--- config.mk ---
export PLATFORM = sky130hd
export DESIGN_NAME = conv_sequencer
export DESIGN_NICKNAME = d
export VERILOG_FILES = /design/src/rtl/conv_sequencer.sv
export SDC_FILE = /design/constraint.sdc
export NUM_CORES = 1
export LEC_CHECK = 0
export CAP_MARGIN = 0
export CORE_MARGIN = 3
export CORE_UTILIZATION = 43
export CTS_CLUSTER_SIZE = 16
export DETAILED_ROUTE_END_ITERATION = 7
export GPL_ROUTABILITY_DRIVEN = 0
export PLACE_DENSITY = 0.82
export SLEW_MARGIN = 20
export SYNTH_ARGS = -nofsm -noshare
export SYNTH_HDL_FRONTEND = slang
export SYNTH_SLANG_ARGS = --single-unit
--- constraint.sdc ---
create_clock -name clk -period 1.84 [get_ports clk]
set_input_delay 0.184 -clock clk [delete_from_list [all_inputs] [get_ports clk]]
set_output_delay 0.184 -clock clk [all_outputs]
set_load 0.1 [all_outputs]
--- src/rtl/conv_sequencer.sv ---
// conv_sequencer: frame sequencer that loads a 3x3 kernel, streams pixels into a
// 3-row circular line buffer and paces one convolution engine run per output row.
module conv_sequencer #(
    parameter int BIT_DEPTH = 8,
    parameter int COLS      = 28,
    parameter int IMG_ROWS  = 28
) (
    input  logic                 clk,
    input  logic                 rst,
    input  logic                 frame_start,
    input  logic [1:0]           stride,
    input  logic                 kin_valid,
    input  logic [BIT_DEPTH-1:0] kin_data,
    output logic                 kin_ready,
    input  logic                 pix_valid,
    input  logic [BIT_DEPTH-1:0] pix_data,
    output logic                 pix_ready,
    output logic                 kernel_wr_en,
    output logic [3:0]           kernel_addr,
    output logic [BIT_DEPTH-1:0] kernel_wdata,
    output logic                 lb_wr_en,
    output logic [1:0]           lb_wr_row,
    output logic [4:0]           lb_wr_col,
    output logic [BIT_DEPTH-1:0] lb_wdata,
    output logic                 conv_start,
    input  logic                 conv_done,
    output logic                 busy,
    output logic                 frame_done,
    output logic [4:0]           out_row
);
    typedef enum logic [2:0] {IDLE, LOAD_K, FILL, CONV_GO, CONV_WAIT, REFILL, FINISH} state_t;
    localparam logic [4:0] LAST_COL  = 5'(COLS - 1);
    localparam logic [4:0] LAST_ROW1 = 5'(IMG_ROWS - 3);
    localparam logic [4:0] LAST_ROW2 = 5'((IMG_ROWS - 3) / 2);
    state_t      state_q, state_d;
    logic [1:0]  stride_q, stride_d, row_q, row_d, rows_left_q, rows_left_d;
    logic [3:0]  k_cnt_q, k_cnt_d;
    logic [4:0]  col_q, col_d, out_row_q, out_row_d, last_row;
    logic        kin_hs, pix_hs;
    assign kin_ready    = state_q == LOAD_K;
    assign pix_ready    = state_q == FILL || state_q == REFILL;
    assign kin_hs       = kin_valid && kin_ready;
    assign pix_hs       = pix_valid && pix_ready;
    assign kernel_wr_en = kin_hs;
    assign kernel_addr  = k_cnt_q;
    assign kernel_wdata = kin_hs ? kin_data : '0;
    assign lb_wr_en     = pix_hs;
    assign lb_wr_row    = row_q;
    assign lb_wr_col    = col_q;
    assign lb_wdata     = pix_hs ? pix_data : '0;
    assign conv_start   = state_q == CONV_GO;
    assign frame_done   = state_q == FINISH;
    assign busy         = state_q != IDLE && state_q != FINISH;
    assign out_row      = out_row_q;
    assign last_row     = stride_q == 2'd2 ? LAST_ROW2 : LAST_ROW1;
    // row_q is both the write row and the oldest-row pointer: refills always overwrite oldest first
    always_comb begin
        state_d     = state_q;
        stride_d    = stride_q;
        row_d       = row_q;
        rows_left_d = rows_left_q;
        k_cnt_d     = k_cnt_q;
        col_d       = col_q;
        out_row_d   = out_row_q;
        case (state_q)
            IDLE: if (frame_start) begin
                stride_d = stride == 2'd2 ? 2'd2 : 2'd1;
                k_cnt_d  = '0;
                state_d  = LOAD_K;
            end
            LOAD_K: if (kin_hs) begin
                k_cnt_d = k_cnt_q == 4'd8 ? 4'd0 : k_cnt_q + 4'd1;
                if (k_cnt_q == 4'd8) begin
                    state_d     = FILL;
                    rows_left_d = 2'd3;
                    row_d       = '0;
                    col_d       = '0;
                end
            end
            FILL, REFILL: if (pix_hs) begin
                col_d = col_q == LAST_COL ? 5'd0 : col_q + 5'd1;
                if (col_q == LAST_COL) begin
                    row_d       = row_q == 2'd2 ? 2'd0 : row_q + 2'd1;
                    rows_left_d = rows_left_q - 2'd1;
                    if (rows_left_q == 2'd1) state_d = CONV_GO;
                end
            end
            CONV_GO: state_d = CONV_WAIT;
            CONV_WAIT: if (conv_done) begin
                state_d     = out_row_q == last_row ? FINISH : REFILL;
                out_row_d   = out_row_q == last_row ? 5'd0 : out_row_q + 5'd1;
                rows_left_d = stride_q;
            end
            default: state_d = IDLE;
        endcase
    end
    always_ff @(posedge clk or posedge rst) begin
        if (rst) begin
            state_q     <= IDLE;
            stride_q    <= '0;
            row_q       <= '0;
            rows_left_q <= '0;
            k_cnt_q     <= '0;
            col_q       <= '0;
            out_row_q   <= '0;
        end else begin
            state_q     <= state_d;
            stride_q    <= stride_d;
            row_q       <= row_d;
            rows_left_q <= rows_left_d;
            k_cnt_q     <= k_cnt_d;
            col_q       <= col_d;
            out_row_q   <= out_row_d;
        end
    end
endmodule

# == Word-level counts from Yosys, hierarchy flattened ==
# Cells that the tools add are included.
# classes
addsub,5
eq_ne,21
muxes,35
n_reduce_logical,17
# ops
cell,n
two-way mux 5 bit,6
two-way mux 2 bit,12
two-way mux 3 bit,7
two-way mux 8 bit,2
one-hot mux 3 bit (5 select lines),1
two-way mux 4 bit,3
"adder 5 x 1 -> 5 bit, second input constant",2
"inequality test 2 bit, second input constant",5
one-hot mux 5 bit (2 select lines),1
"equality test 3 bit, second input constant",3
one-hot mux 4 bit (2 select lines),1
AND reduction 7 bit,1
"equality test 2 bit, second input constant",3
"equality test 3 x 2 -> 1 bit, second input constant",2
one-hot mux 2 bit (3 select lines),1
AND reduction 6 bit,1
nonzero test 3 bit,2
equality test 5 bit,1
"equality test 5 bit, second input constant",1
AND reduction 5 bit,1
"adder 4 x 1 -> 4 bit, second input constant",1
"equality test 4 bit, second input constant",1
"inequality test 2 x 1 -> 1 bit, second input constant",2
one-hot mux 2 bit (2 select lines),1
13 further kinds,17
# word_totals
reg_bits,23
input_bits,24
output_inout_bits,39
elab_cells,85

# == Depth between registers and ports, before layout ==
# depth
depth_word,6
ltp_mapped,7
mapped_depth_nobuf,7

# == Worst setup path before layout ==
# Ideal clock, no wire load.
# synth_timing
kind,flip-flop to output port
startpoint,register state_q[0]
endpoint,output port kernel_wdata[0]
arrival_ns,2.666
t_required_ns,1.656
setup_slack_ns,-1.010
path_stages_with_launch,5
n_path_buf,2
path_cell_list,dfrtp_1 > buf_2 > and4bb_2 > clkbuf_1 > and2_1
# synth_between
elab_chain_cells,3
# synth_lines
item,line_no,source
from (decl),35,"state_t state_q, state_d;"
from (signal assigned),107,state_q <= state_d;
equality test 3 x 1 -> 1 bit,40,assign kin_ready = state_q == LOAD_K;
logical AND 1 bit,42,assign kin_hs = kin_valid && kin_ready;
named net kernel_wr_en,18,"output logic kernel_wr_en,"
two-way mux 8 bit,46,assign kernel_wdata = kin_hs ? kin_data : '0;
to (decl),20,"output logic [BIT_DEPTH-1:0] kernel_wdata,"
# The timed path passes the listed nets, and every way through them passes these cells.

# == Worst setup path in the final report ==
# layout_timing
startpoint,register state_q[1]
endpoint,output port lb_wdata[5]
# layout_between
elab_chain_cells,4
elab_cells_between_ends,5
cone_classes,eq/ne: 2; mux: 1; reduce/logical: 2
# layout_lines
item,line_no,source
equality test 3 x 2 -> 1 bit or equality test 3 bit (tied branches),41,assign pix_ready = state_q == FILL || state_q == REFILL;
logical OR 1 bit *,41,
logical AND 1 bit *,43,assign pix_hs = pix_valid && pix_ready;
two-way mux 8 bit *,50,assign lb_wdata = pix_hs ? pix_data : '0;
to (decl),24,"output logic [BIT_DEPTH-1:0] lb_wdata,"
# Every way passes the cells marked *; elsewhere a longest branch is shown, timed or not.

==> key figures <==
Floorplan
  – Floorplan die width: 66.00 µm
  – I/O pin total: 63
  – Initial core utilization: 0.4566
  – Die Outline Area: 4355 µm²
  – Die span in y: 66.00 µm
  – Row Count: 21
  – Placeable Area: 3390 µm²

Drt
  – Count of unresolved DRC violations after routing: 0
  – Total iterations of the first detailed-routing run: 4
  – Avg WL per Cell: 14.50 µm
  – Antenna-violating nets left: 0
  – Via count: 1614
  – Vias per cell: 5.309
  – Routed wire length: 4.409 mm
  – Starting DRC count in detailed routing: 121

Final layout
  – Number of nets in the layout: 288
  – Area added between synthesis and finish: 73.08%
  – Post-layout instance count excluding filler cells: 304
  – Ratio of cells with drive above 1 in the final layout: 0.4225
  – Number of inserted diodes: 0

Worst setup path
  – Crit-path leading delay family: simple AND/OR/NAND/NOR gates
  – Most Frequent Cell on Critical Path: sky130_fd_sc_hd__buf_12
  – Crit. End Element: primary output
  – Source of the worst register-to-register timing path: lb_wr_col[0]
  – Reg2Reg Depth: 6
  – Worst setup path startpoint: state_q[1]
  – Type of element launching the critical path: register
  – Required arrival time at the worst endpoint: 1660 ps
  – Crit path max-delay cell type: sky130_fd_sc_hd__or3b_4
  – Class of the most critical setup path: reg -> out
  – Critical Path, Cell by Cell: or3b_4 -> a21oi_4 -> buf_12 -> and2_4 -> buf_12
  – Slowest stage delay, CP: 420 ps
  – WP buf/inv: 2
  – Data arrival time of the worst path: 1790 ps
  – Worst r2r dst: rows_left_q[1]
  – Crit path max fanout: 12
  – Reg-to-reg slack, setup: -30 ps

Placement
  – Port buffer count: 62
  – Sum of net half-perimeters after detailed placement: 3.334 mm
  – Setup slack at placement: 26.43 ps
  – Cells after DPL: 295

Timing
  – Slew Limit Fails: 0
  – Final period utilization: 1.075
  – Slew at the pin with the worst max-slew slack: 343.4 ps
  – Post-route worst setup slack: -138.8 ps
  – Final setup violating endpoints: 20
  – Unrepaired setup endpoints after global routing: true
  – Final Critical Period: 1979 ps
  – Fin. Hold Viols: 0
  – Worst slew slack as a fraction of its limit: 0.7678
  – Highest clock rate: 505.4 MHz
  – Final Skew: 5.153 ps
  – Min Hold Slack: 96.64 ps

Logic synthesis
  – Sequential element share of the synthesized area: 0.3719
  – Mapped Cells: 182
  – Number of distinct standard cells referenced by the synthesized netlist: 46
  – Synthesized flop and latch total: 23
  – Summed instance area of the synthesized netlist: 1548 µm²
  – FFs w/ async S/R, synth: 1.000
  – Primary flip-flop cell chosen by synthesis mapping: sky130_fd_sc_hd__dfrtp_1
  – Number of enable-type register cells in the synthesized netlist: 0
  – Yosys top cell area share: 0.3719
  – Synthesized area divided by synthesized cell count: 8.504 µm²
  – Post-synthesis cell type with the largest combined area: sky130_fd_sc_hd__dfrtp_1
  – Syn Nets: 211
  – Number of warning messages in the yosys log: 0
  – Leading cell type by number of instances after synthesis: sky130_fd_sc_hd__dfrtp_1
  – Largest cells by area after synthesis: sky130_fd_sc_hd__dfrtp_1 (37%), sky130_fd_sc_hd__and2_1 (7.3%), sky130_fd_sc_hd__o21ai_0 (6.1%), sky130_fd_sc_hd__nand2_1 (4.9%), sky130_fd_sc_hd__ha_1 (4.0%)
  – Commonest cells in the netlist: sky130_fd_sc_hd__dfrtp_1 (23), sky130_fd_sc_hd__nand2_1 (20), sky130_fd_sc_hd__o21ai_0 (19)

Clock network
  – TritonCTS clock tree: built
  – Cts bufs inserted: 3
  – Worst skew pair latency: 320 ps
  – CTS HTree Levels: 1
  – Number of hold buffers added after cts: 0
  – Total clock sinks: 23
  – Reg clk slew, reported paths: 140 ps
  – Largest buffer count on any clock path: 2
  – Root buffer cell: sky130_fd_sc_hd__clkbuf_4

Min path
  – Path category of the worst min-delay check: in -> async

Status
  – Run status: complete, but fails checks
  – Violations in the final reports: setup timing

Global route
  – GRT Resource Usage Total: 0.2062
  – Initial antenna violation count: 0
  – Wire length of the first global-routing pass: 7.086 mm
  – Total global routing overflow: 0
  – Number of global-route vias before repair: 1569
  – Maximum number of pins on one net before global-route repair: 16

Run
  – Number of maximum-capacitance constraint violations: 0
## worst register-to-register path, stage by stage, from the launching register on
cell and delay, ps:
sky130_fd_sc_hd__dfrtp_4 460, sky130_fd_sc_hd__ha_1 230, sky130_fd_sc_hd__and4b_2 320, sky130_fd_sc_hd__nand2_1 100
sky130_fd_sc_hd__a22o_4 290, sky130_fd_sc_hd__a31oi_1 180, sky130_fd_sc_hd__mux2i_1 220
## cell families after synthesis
kind of cell	after synthesis	share of synthesized area
AOI/OAI and AO/OA	51	0.2126
adders and majority gates	5	0.04042
buffers and inverters	20	0.05821
DFF	23	0.3719
muxes	2	0.01294
and+or+nand+nor	81	0.3040
## cell type report
cell class	count	area, µm²
Clock buffer	3	22.52
Inverter	13	57.56
Multi-Input combinational cell	139	987.2
Sequential cell	23	594.3
Fill cell	221	710.7
Clock inverter	1	5.005
Timing Repair Buffer	79	954.7
Tap cell	46	57.56
## worst max-delay path by stage
stage / depth (start not counted) / to / slack [ps]
floorplan: 7 / rows_left_q[1] / -90
global placement: 6 / lb_wr_col[4] / 30
detailed placement: 6 / lb_wr_col[2] / 30
CTS: 5 / lb_wdata[1] / -120
global route: 5 / lb_wdata[1] / -200
finish: 5 / lb_wdata[5] / -140
## per-layer routing
layer,up-vias,wire [µm],GRT usage
met5,-,0,0
met3,5,289,0.03741
li1,803,-,-
met4,0,32,0.05076
met1,746,1909,0.2628
met2,60,2178,0.3592
## per-stage QoR
stage	TNS (ps)	util	area, µm²
2_1_floorplan	-268.2	-	1672
3_3_place_gp	0	0.7590	2572
3_5_place_dp	0	0.7590	2572
4_1_cts	-1719	0.7822	2651
5_1_grt	-3387	0.7903	2679
6_report	-2135	0.7903	2679
## repair_timing
| action | in CTS | in global routing |
|---|---|---|
| pin swaps | 1 | 2 |
| gates cloned | 0 | 0 |
| resized for setup | 3 | 11 |
| endpoints found under the hold margin | 0 | 0 |
| setup endpoints to repair | 18 | 26 |
| buffers inserted | 5 | 0 |
## sequential cells by signal, indices dropped and copies added, names as in the netlist
signal / cells
kernel_addr: 4
lb_wr_col: 5
lb_wr_row: 2
stride_q: 2
out_row: 5
state_q: 3
rows_left_q: 2
## cells in the final DEF (no fill, tap or decap), drive strengths merged, types with 7 or more instances in the layout
| cell type | instances |
|---|---|
| a21oi | 9 |
| and2 | 18 |
| buf | 56 |
| clkdlybuf4s50 | 23 |
| dfrtp | 23 |
| inv | 12 |
| nand2 | 20 |
| nand3 | 7 |
| nor2 | 8 |
| o21ai | 20 |
Power is not shown: default switching activity piles up to over one toggle a cycle in this logic, so the estimate is an artifact.
